==> src/rtl/swerv_types.sv <==
// Shared types for the DCCM single-error-correction writeback path.
package swerv_types;

  localparam int unsigned DCCM_DATA_WIDTH = 32;
  localparam int unsigned DCCM_ECC_WIDTH  = 7;
  localparam int unsigned DCCM_ADDR_WIDTH = 16;

  typedef struct packed {
    logic                       valid;
    logic [DCCM_ADDR_WIDTH-1:0] addr;
    logic [DCCM_DATA_WIDTH-1:0] data;
  } ecc_wb_entry_t;

  typedef enum logic [0:0] {IDLE, REQ} ecc_wb_state_e;

  function automatic logic [DCCM_ADDR_WIDTH-1:0] word_align(
    input logic [DCCM_ADDR_WIDTH-1:0] a
  );
    return {a[DCCM_ADDR_WIDTH-1:2], 2'b00};
  endfunction

endpackage

==> src/rtl/rvecc_encode.sv <==
// Hamming SEC-DED encoder: check bit i covers data at codeword positions with bit i set,
// top bit is overall parity over data and check bits.
module rvecc_encode #(
  parameter int unsigned DATA_WIDTH = 32,
  parameter int unsigned ECC_WIDTH  = 7
) (
  input  logic [DATA_WIDTH-1:0] din,
  output logic [ECC_WIDTH-1:0]  ecc_out
);

  localparam int unsigned MaxPos = DATA_WIDTH + ECC_WIDTH;

  logic [ECC_WIDTH-2:0] chk;

  always_comb begin
    int unsigned j;
    chk = '0;
    j   = 0;
    // Data occupies the non-power-of-two codeword positions starting at 3.
    for (int unsigned p = 3; p < MaxPos; p++) begin
      if (((p & (p - 1)) != 0) && (j < DATA_WIDTH)) begin
        for (int unsigned b = 0; b < ECC_WIDTH - 1; b++) begin
          if (p[b]) chk[b] = chk[b] ^ din[j];
        end
        j++;
      end
    end
  end

  assign ecc_out = {^{din, chk}, chk};

endmodule

==> src/rtl/lsu_ecc_wb.sv <==
// DCCM single-error scrub queue: captures corrected DC3 words, holds them through DC4 for the
// kill decision, then writes them back with fresh ECC. Optional scrub counter: RV_DCCM_ECC_WB_CNT_EN.
module lsu_ecc_wb
  import swerv_types::*;
#(
  parameter int unsigned DATA_WIDTH = DCCM_DATA_WIDTH,
  parameter int unsigned ECC_WIDTH  = DCCM_ECC_WIDTH,
  parameter int unsigned ADDR_WIDTH = DCCM_ADDR_WIDTH,
  parameter int unsigned DEPTH      = 2,
  parameter int unsigned CNT_WIDTH  = 16
) (
  input  logic                  clk,
  input  logic                  rst,
  input  logic                  single_ecc_error_lo_dc3,
  input  logic                  single_ecc_error_hi_dc3,
  input  logic [ADDR_WIDTH-1:0] lsu_addr_dc3,
  input  logic [ADDR_WIDTH-1:0] end_addr_dc3,
  input  logic [DATA_WIDTH-1:0] sec_data_lo_dc3,
  input  logic [DATA_WIDTH-1:0] sec_data_hi_dc3,
  input  logic                  lsu_kill_dc4,
  input  logic                  dec_tlu_core_ecc_disable,
  input  logic                  stbuf_wr_en,
  input  logic [ADDR_WIDTH-1:0] stbuf_wr_addr,
  output logic                  ecc_wb_req,
  input  logic                  ecc_wb_gnt,
  output logic [ADDR_WIDTH-1:0] ecc_wb_addr,
  output logic [DATA_WIDTH-1:0] ecc_wb_data,
  output logic [ECC_WIDTH-1:0]  ecc_wb_ecc,
  output logic                  ecc_wb_stall_dc3,
  output logic                  ecc_wb_overflow,
  output logic [CNT_WIDTH-1:0]  ecc_wb_count,
  input  logic                  ecc_wb_cnt_clr
);

  localparam int unsigned PtrW = $clog2(DEPTH);
  localparam int unsigned OccW = $clog2(DEPTH + 1);

  ecc_wb_entry_t   dc4_lo_q, dc4_hi_q, cap_lo, cap_hi, head;
  ecc_wb_entry_t   q_q [DEPTH];
  ecc_wb_entry_t   q_d [DEPTH];
  logic [PtrW-1:0] rd_ptr_q, rd_ptr_d, wr_ptr_q, wr_ptr_d;
  logic [OccW-1:0] occ_q, occ_d;
  ecc_wb_state_e   state_q, state_d;
  logic            overflow_q, overflow_d;

  logic                  cap_en, head_hit, head_live, gnt_take, pop, enq_lo, enq_hi;
  logic [ADDR_WIDTH-1:0] stbuf_word;

  assign cap_en     = (single_ecc_error_lo_dc3 | single_ecc_error_hi_dc3) &
                      ~dec_tlu_core_ecc_disable;
  assign cap_lo     = '{valid: cap_en & single_ecc_error_lo_dc3,
                        addr:  word_align(lsu_addr_dc3),
                        data:  sec_data_lo_dc3};
  assign cap_hi     = '{valid: cap_en & single_ecc_error_hi_dc3,
                        addr:  word_align(end_addr_dc3),
                        data:  sec_data_hi_dc3};
  assign stbuf_word = word_align(stbuf_wr_addr);

  // A store-buffer drain to the same word makes the corrected copy stale.
  assign enq_lo = dc4_lo_q.valid & ~lsu_kill_dc4 &
                  ~(stbuf_wr_en & (dc4_lo_q.addr == stbuf_word));
  assign enq_hi = dc4_hi_q.valid & ~lsu_kill_dc4 &
                  ~(stbuf_wr_en & (dc4_hi_q.addr == stbuf_word));

  assign head      = q_q[rd_ptr_q];
  assign head_hit  = head.valid & stbuf_wr_en & (head.addr == stbuf_word);
  assign head_live = head.valid & ~head_hit;
  assign gnt_take  = (state_q == REQ) & head_live & ecc_wb_gnt;
  // Invalid heads drain silently; live heads leave only on grant.
  assign pop       = (occ_q != '0) & (~head_live | gnt_take);

  always_comb begin
    logic [PtrW-1:0] wr;
    int unsigned     n_free, n_acc;
    logic            drop;
    q_d = q_q;
    for (int unsigned i = 0; i < DEPTH; i++) begin
      if (stbuf_wr_en && (q_q[i].addr == stbuf_word)) q_d[i].valid = 1'b0;
    end
    if (pop) q_d[rd_ptr_q].valid = 1'b0;

    n_free = DEPTH - 32'(occ_q) + 32'(pop);
    wr     = wr_ptr_q;
    n_acc  = 0;
    drop   = 1'b0;
    if (enq_lo) begin
      if (n_free > n_acc) begin
        q_d[wr] = dc4_lo_q;
        wr      = wr + PtrW'(1);
        n_acc++;
      end else begin
        drop = 1'b1;
      end
    end
    if (enq_hi) begin
      if (n_free > n_acc) begin
        q_d[wr] = dc4_hi_q;
        wr      = wr + PtrW'(1);
        n_acc++;
      end else begin
        drop = 1'b1;
      end
    end

    wr_ptr_d   = wr;
    rd_ptr_d   = rd_ptr_q + PtrW'(pop);
    occ_d      = OccW'(32'(occ_q) + n_acc - 32'(pop));
    overflow_d = overflow_q | drop;

    if ((state_q == REQ) && head_hit) state_d = IDLE;
    else                              state_d = q_d[rd_ptr_d].valid ? REQ : IDLE;
  end

  always_ff @(posedge clk) begin
    if (rst) begin
      dc4_lo_q   <= '0;
      dc4_hi_q   <= '0;
      for (int unsigned i = 0; i < DEPTH; i++) q_q[i] <= '0;
      rd_ptr_q   <= '0;
      wr_ptr_q   <= '0;
      occ_q      <= '0;
      state_q    <= IDLE;
      overflow_q <= 1'b0;
    end else begin
      dc4_lo_q   <= cap_lo;
      dc4_hi_q   <= cap_hi;
      q_q        <= q_d;
      rd_ptr_q   <= rd_ptr_d;
      wr_ptr_q   <= wr_ptr_d;
      occ_q      <= occ_d;
      state_q    <= state_d;
      overflow_q <= overflow_d;
    end
  end

  assign ecc_wb_req       = (state_q == REQ) & head_live;
  assign ecc_wb_addr      = head.addr;
  assign ecc_wb_data      = head.data;
  assign ecc_wb_overflow  = overflow_q;
  assign ecc_wb_stall_dc3 = (32'(occ_q) + 32'(dc4_lo_q.valid) + 32'(dc4_hi_q.valid) + 2) > DEPTH;

  rvecc_encode #(
    .DATA_WIDTH(DATA_WIDTH),
    .ECC_WIDTH (ECC_WIDTH)
  ) u_rvecc_encode (
    .din    (head.data),
    .ecc_out(ecc_wb_ecc)
  );

`ifdef RV_DCCM_ECC_WB_CNT_EN
  logic [CNT_WIDTH-1:0] cnt_q;

  always_ff @(posedge clk) begin
    if (rst || ecc_wb_cnt_clr) cnt_q <= '0;
    else if (gnt_take && (cnt_q != '1)) cnt_q <= cnt_q + CNT_WIDTH'(1);
  end

  assign ecc_wb_count = cnt_q;
`else
  logic unused_cnt_clr;
  assign unused_cnt_clr = ecc_wb_cnt_clr;
  assign ecc_wb_count   = '0;
`endif

endmodule

==> config.mk <==
export PLATFORM = sky130hd
export DESIGN_NAME = lsu_ecc_wb
export DESIGN_NICKNAME = d
export VERILOG_FILES = /design/src/rtl/swerv_types.sv /design/src/rtl/rvecc_encode.sv /design/src/rtl/lsu_ecc_wb.sv
export SDC_FILE = /design/constraint.sdc
export NUM_CORES = 1
export LEC_CHECK = 0
export BUFFER_PORTS_ARGS = -buffer_cell sky130_fd_sc_hd__buf_4
export CORE_AREA = 5 5 186 188
export CTS_CLUSTER_DIAMETER = 80
export DETAILED_ROUTE_END_ITERATION = 16
export DIE_AREA = 0 0 191 193
export GPL_ROUTABILITY_DRIVEN = 0
export SLEW_MARGIN = 10
export SYNTH_ARGS = -nofsm -noshare
export SYNTH_HDL_FRONTEND = slang
export SYNTH_SLANG_ARGS = --single-unit
==> constraint.sdc <==
create_clock -name clk -period 6.25 [get_ports clk]
set_input_delay 0.625 -clock clk [delete_from_list [all_inputs] [get_ports clk]]
set_output_delay 0.625 -clock clk [all_outputs]
set_load 0.05 [all_outputs]
==> reports/metrics.yaml <==
status: "finished, final reports clean"
critPathCapture: "q_q[70]"
crit_fanout: 60
p_leak_nw: 4.701
fin_skew_ns: 0.01894
postRouteAntennaNets: 0
synth_common_cells: "dfxtp_1, mux2i_1, xnor2_1, nor2_1, nor2b_1"
remaining_drc_errors: 0
synth_area_leaders: "dfxtp_1, mux2i_1, xnor2_1"
cpMaxStageDelayCell: "dfxtp_4"
power_density_mw_per_mm2: 367.5
start_util: 0.2927
grt_usage: 0.1362
yosys.area.top_type_share: 0.4111
combPwrFrac: 0.406
synth_edf_count: 0
rsz0062_at_grt: "no"
cpLargestDelayFamily: "simple AND/OR/NAND/NOR gates"
grt_max_degree: 134
dieArea_mm2: 0.03686
core_area_mm2: 0.03295
fin_nets: 1228
max_stage_delay_ns: 0.60
path_common_cell: "ha_1"
path_clk_slew_ns: 0.07
crit_chain: "mux2_2, xor2_1, nor4_2, nand4_2, a31oi_1, ha_1, ha_1, a211o_1, a21oi_1, and2_0, nor3_1, ha_1, o21a_1, nor3_1, buf_4, or3b_4, buf_12, nor2_1, a211oi_1"
n_fill_cell: 3338
maxSlewViolCount: 0
setup_viol: 0
worstSetupPathDepth: 19
finalWorstPathRequiredPeriod_ns: 5.631
hold_depth: 2
r2r-start: "rd_ptr_q"
cts_max_path_buffers: 2
yosysMostFrequentCell: "dfxtp_1"
peakVddDrop_mv: 0.3414
totalWireLength_um: 25230
synth_warnings: 0
final_hold_viol_count: 0
grt_antenna_before_repair: 0
setup_slack_ns: 0.6191
max_cap_violations: 0
io_buffer_count: 171
period_share: 0.9010
ys.flop_type: "dfxtp_1"
routedWlPerCell_um: 16.21
grt_pass1_vias: 7035
fmax_mhz: 177.6
path_buf_inv: 2
synth_cell_types: 51
switching_power_mw: 1.728
post-cts-setup-buffers: 0
areaGrowthSynthToFinish_pct: 22.44
via_count: 6998
clock_latency_ns: 0.45
p_int_mw: 2.611
synth.avg_cell_area_um2: 9.940
seqPwrFrac: 0.330
synth_top_area_cell: "dfxtp_1"
overflow: 0
ctsHoldBuffers: 0
cts_tree: "built"
hold_class: "in -> reg"
layout-drive-gt1-share: 0.2308
r2r-end: "q_q[70]"
first_pass_iters: 5
clockRootBuffer: "clkbuf_16"
crit_start: "rd_ptr_q"
worst_ep_required_time_ns: 6.54
p_sw_frac: 0.3983
arrival_ns: 5.92
viasPerCell: 4.495
io_pins: 195
place_ws_ns: 0.6873
async_reset_ff_frac: 0
synthCells: 970
seq_area_frac_synth: 0.4111
ys_ff_latch: 198
ff2ff_path_depth: 19
cts.sinks: 198
grt_pass1_wl_um: 39250
cts_buffers: 17
endpoint_kind: "flip-flop"
worst_pin_slew_ns: 1.198
relSlewSlack: 0.1986
critical_path_class: "reg -> reg"
synthesis.area_mm2: 0.009642
die_w_um: 191
cts_resized: 0
setup_tns_ns: 0
num_antenna_cells: 0
pwr-share-clk: 0.264
rrSetupSlack_ns: 0.62
htree_num_levels: 4
dp_hpwl_um: 17830
die_h_um: 193
initialDrtViolationCount: 335
rows: 67
worst_setup_path_start_kind: "flip-flop"
[worst min-delay path by stage]
stage | to | slack (ns) | start
final | dc4_hi_q[48] | 0.35 | dec_tlu_core_ecc_disable
after global routing | dc4_hi_q[48] | 0.33 | dec_tlu_core_ecc_disable
after CTS | dc4_hi_q[48] | 0.31 | dec_tlu_core_ecc_disable
after detailed placement | q_q[31] | 0.49 | dc4_hi_q[31]
after global placement | q_q[72] | 0.49 | dc4_hi_q[23]
after floorplan | q_q[81] | 0.47 | q_q[81]
[placed cells by master, fill, tap and decap left out, types with 6 or more instances in the layout]
cell,instances
xnor2_1,100
ha_1,10
conb_1,16
inv_1,36
mux2i_1,113
a211oi_1,92
buf_4,177
nor2_1,98
nor3_1,8
dfxtp_1,197
nand4_1,12
nor2b_1,94
clkbuf_16,17
xor2_1,32
mux2_2,17
mux2_4,6
[power groups by stage]
stage          registers [mW]  clock network [mW]  logic (mW)
6_report                 1.43                1.15        1.76
3_3_place_gp             1.46                   0        1.77
3_5_place_dp             1.46                   0        1.78
2_1_floorplan            1.42                   0        1.36
4_1_cts                  1.43                1.18        1.78
5_1_grt                  1.44                1.23        1.88
[worst reg2reg max path: cells and delay by family, from the launching register on]
kind	cells	cell delay (ns)
AND/OR/NAND/NOR	7	2.30
adder cells (fa/ha/maj)	3	0.78
AO/OA/AOI/OAI	5	0.75
flip-flops	1	0.60
buffers and inverters	2	0.45
multiplexers	1	0.43
XOR/XNOR	1	0.17
[flip-flops by register name, summed over array words and instances, names as in the netlist]
register	flops
ecc_wb_overflow	1
dc4_hi_q	47
wr_ptr_q	1
rd_ptr_q	1
q_q	98
occ_q	2
state_q	1
dc4_lo_q	47
[through the flow]
step | total power [mW] | util | instance area (um2) | instances | hold slack (ns)
floorplan | 2.773 | - | 9698 | 985 | 0.4733
global placement | 3.231 | 0.3399 | 11200 | 1525 | 0.4852
detailed placement | 3.239 | 0.3399 | 11200 | 1525 | 0.4915
CTS | 4.396 | 0.3583 | 11810 | 1557 | 0.3150
global route | 4.551 | 0.3583 | 11810 | 1557 | 0.3261
finish | 4.339 | 0.3583 | 11810 | 1557 | 0.3463
[cell families after synthesis]
family          share of synthesized area
flops                              0.4111
compound gates                    0.08668
buf+inv                           0.06320
mux                                0.1596
other cells                     0.0003889
simple gates                       0.1363
xor+xnor                           0.1267
fa+ha+maj                         0.01609
[cell type report]
cell class | instances | area [um2] | share of cell area
repair buffers | 180 | 1380 | 0.1169
inverters | 36 | 135.1 | 0.01145
clock inverters | 15 | 182.7 | 0.01547
flip-flops and latches | 198 | 3968 | 0.3361
clock buffers | 17 | 425.4 | 0.03604
multi-input cells | 663 | 5154 | 0.4366
well taps | 448 | 560.5 | 0.04748
[routing by layer]
metal  wire length [um]  global-route usage  part of all wire
met1              12020              0.1850              0.48
met2              11700              0.2162              0.46
met3               1069             0.02809             0.042
met4                438             0.04807             0.017
met5                  0                   0                 0
Note: power is estimated with default switching activity, not from simulation.
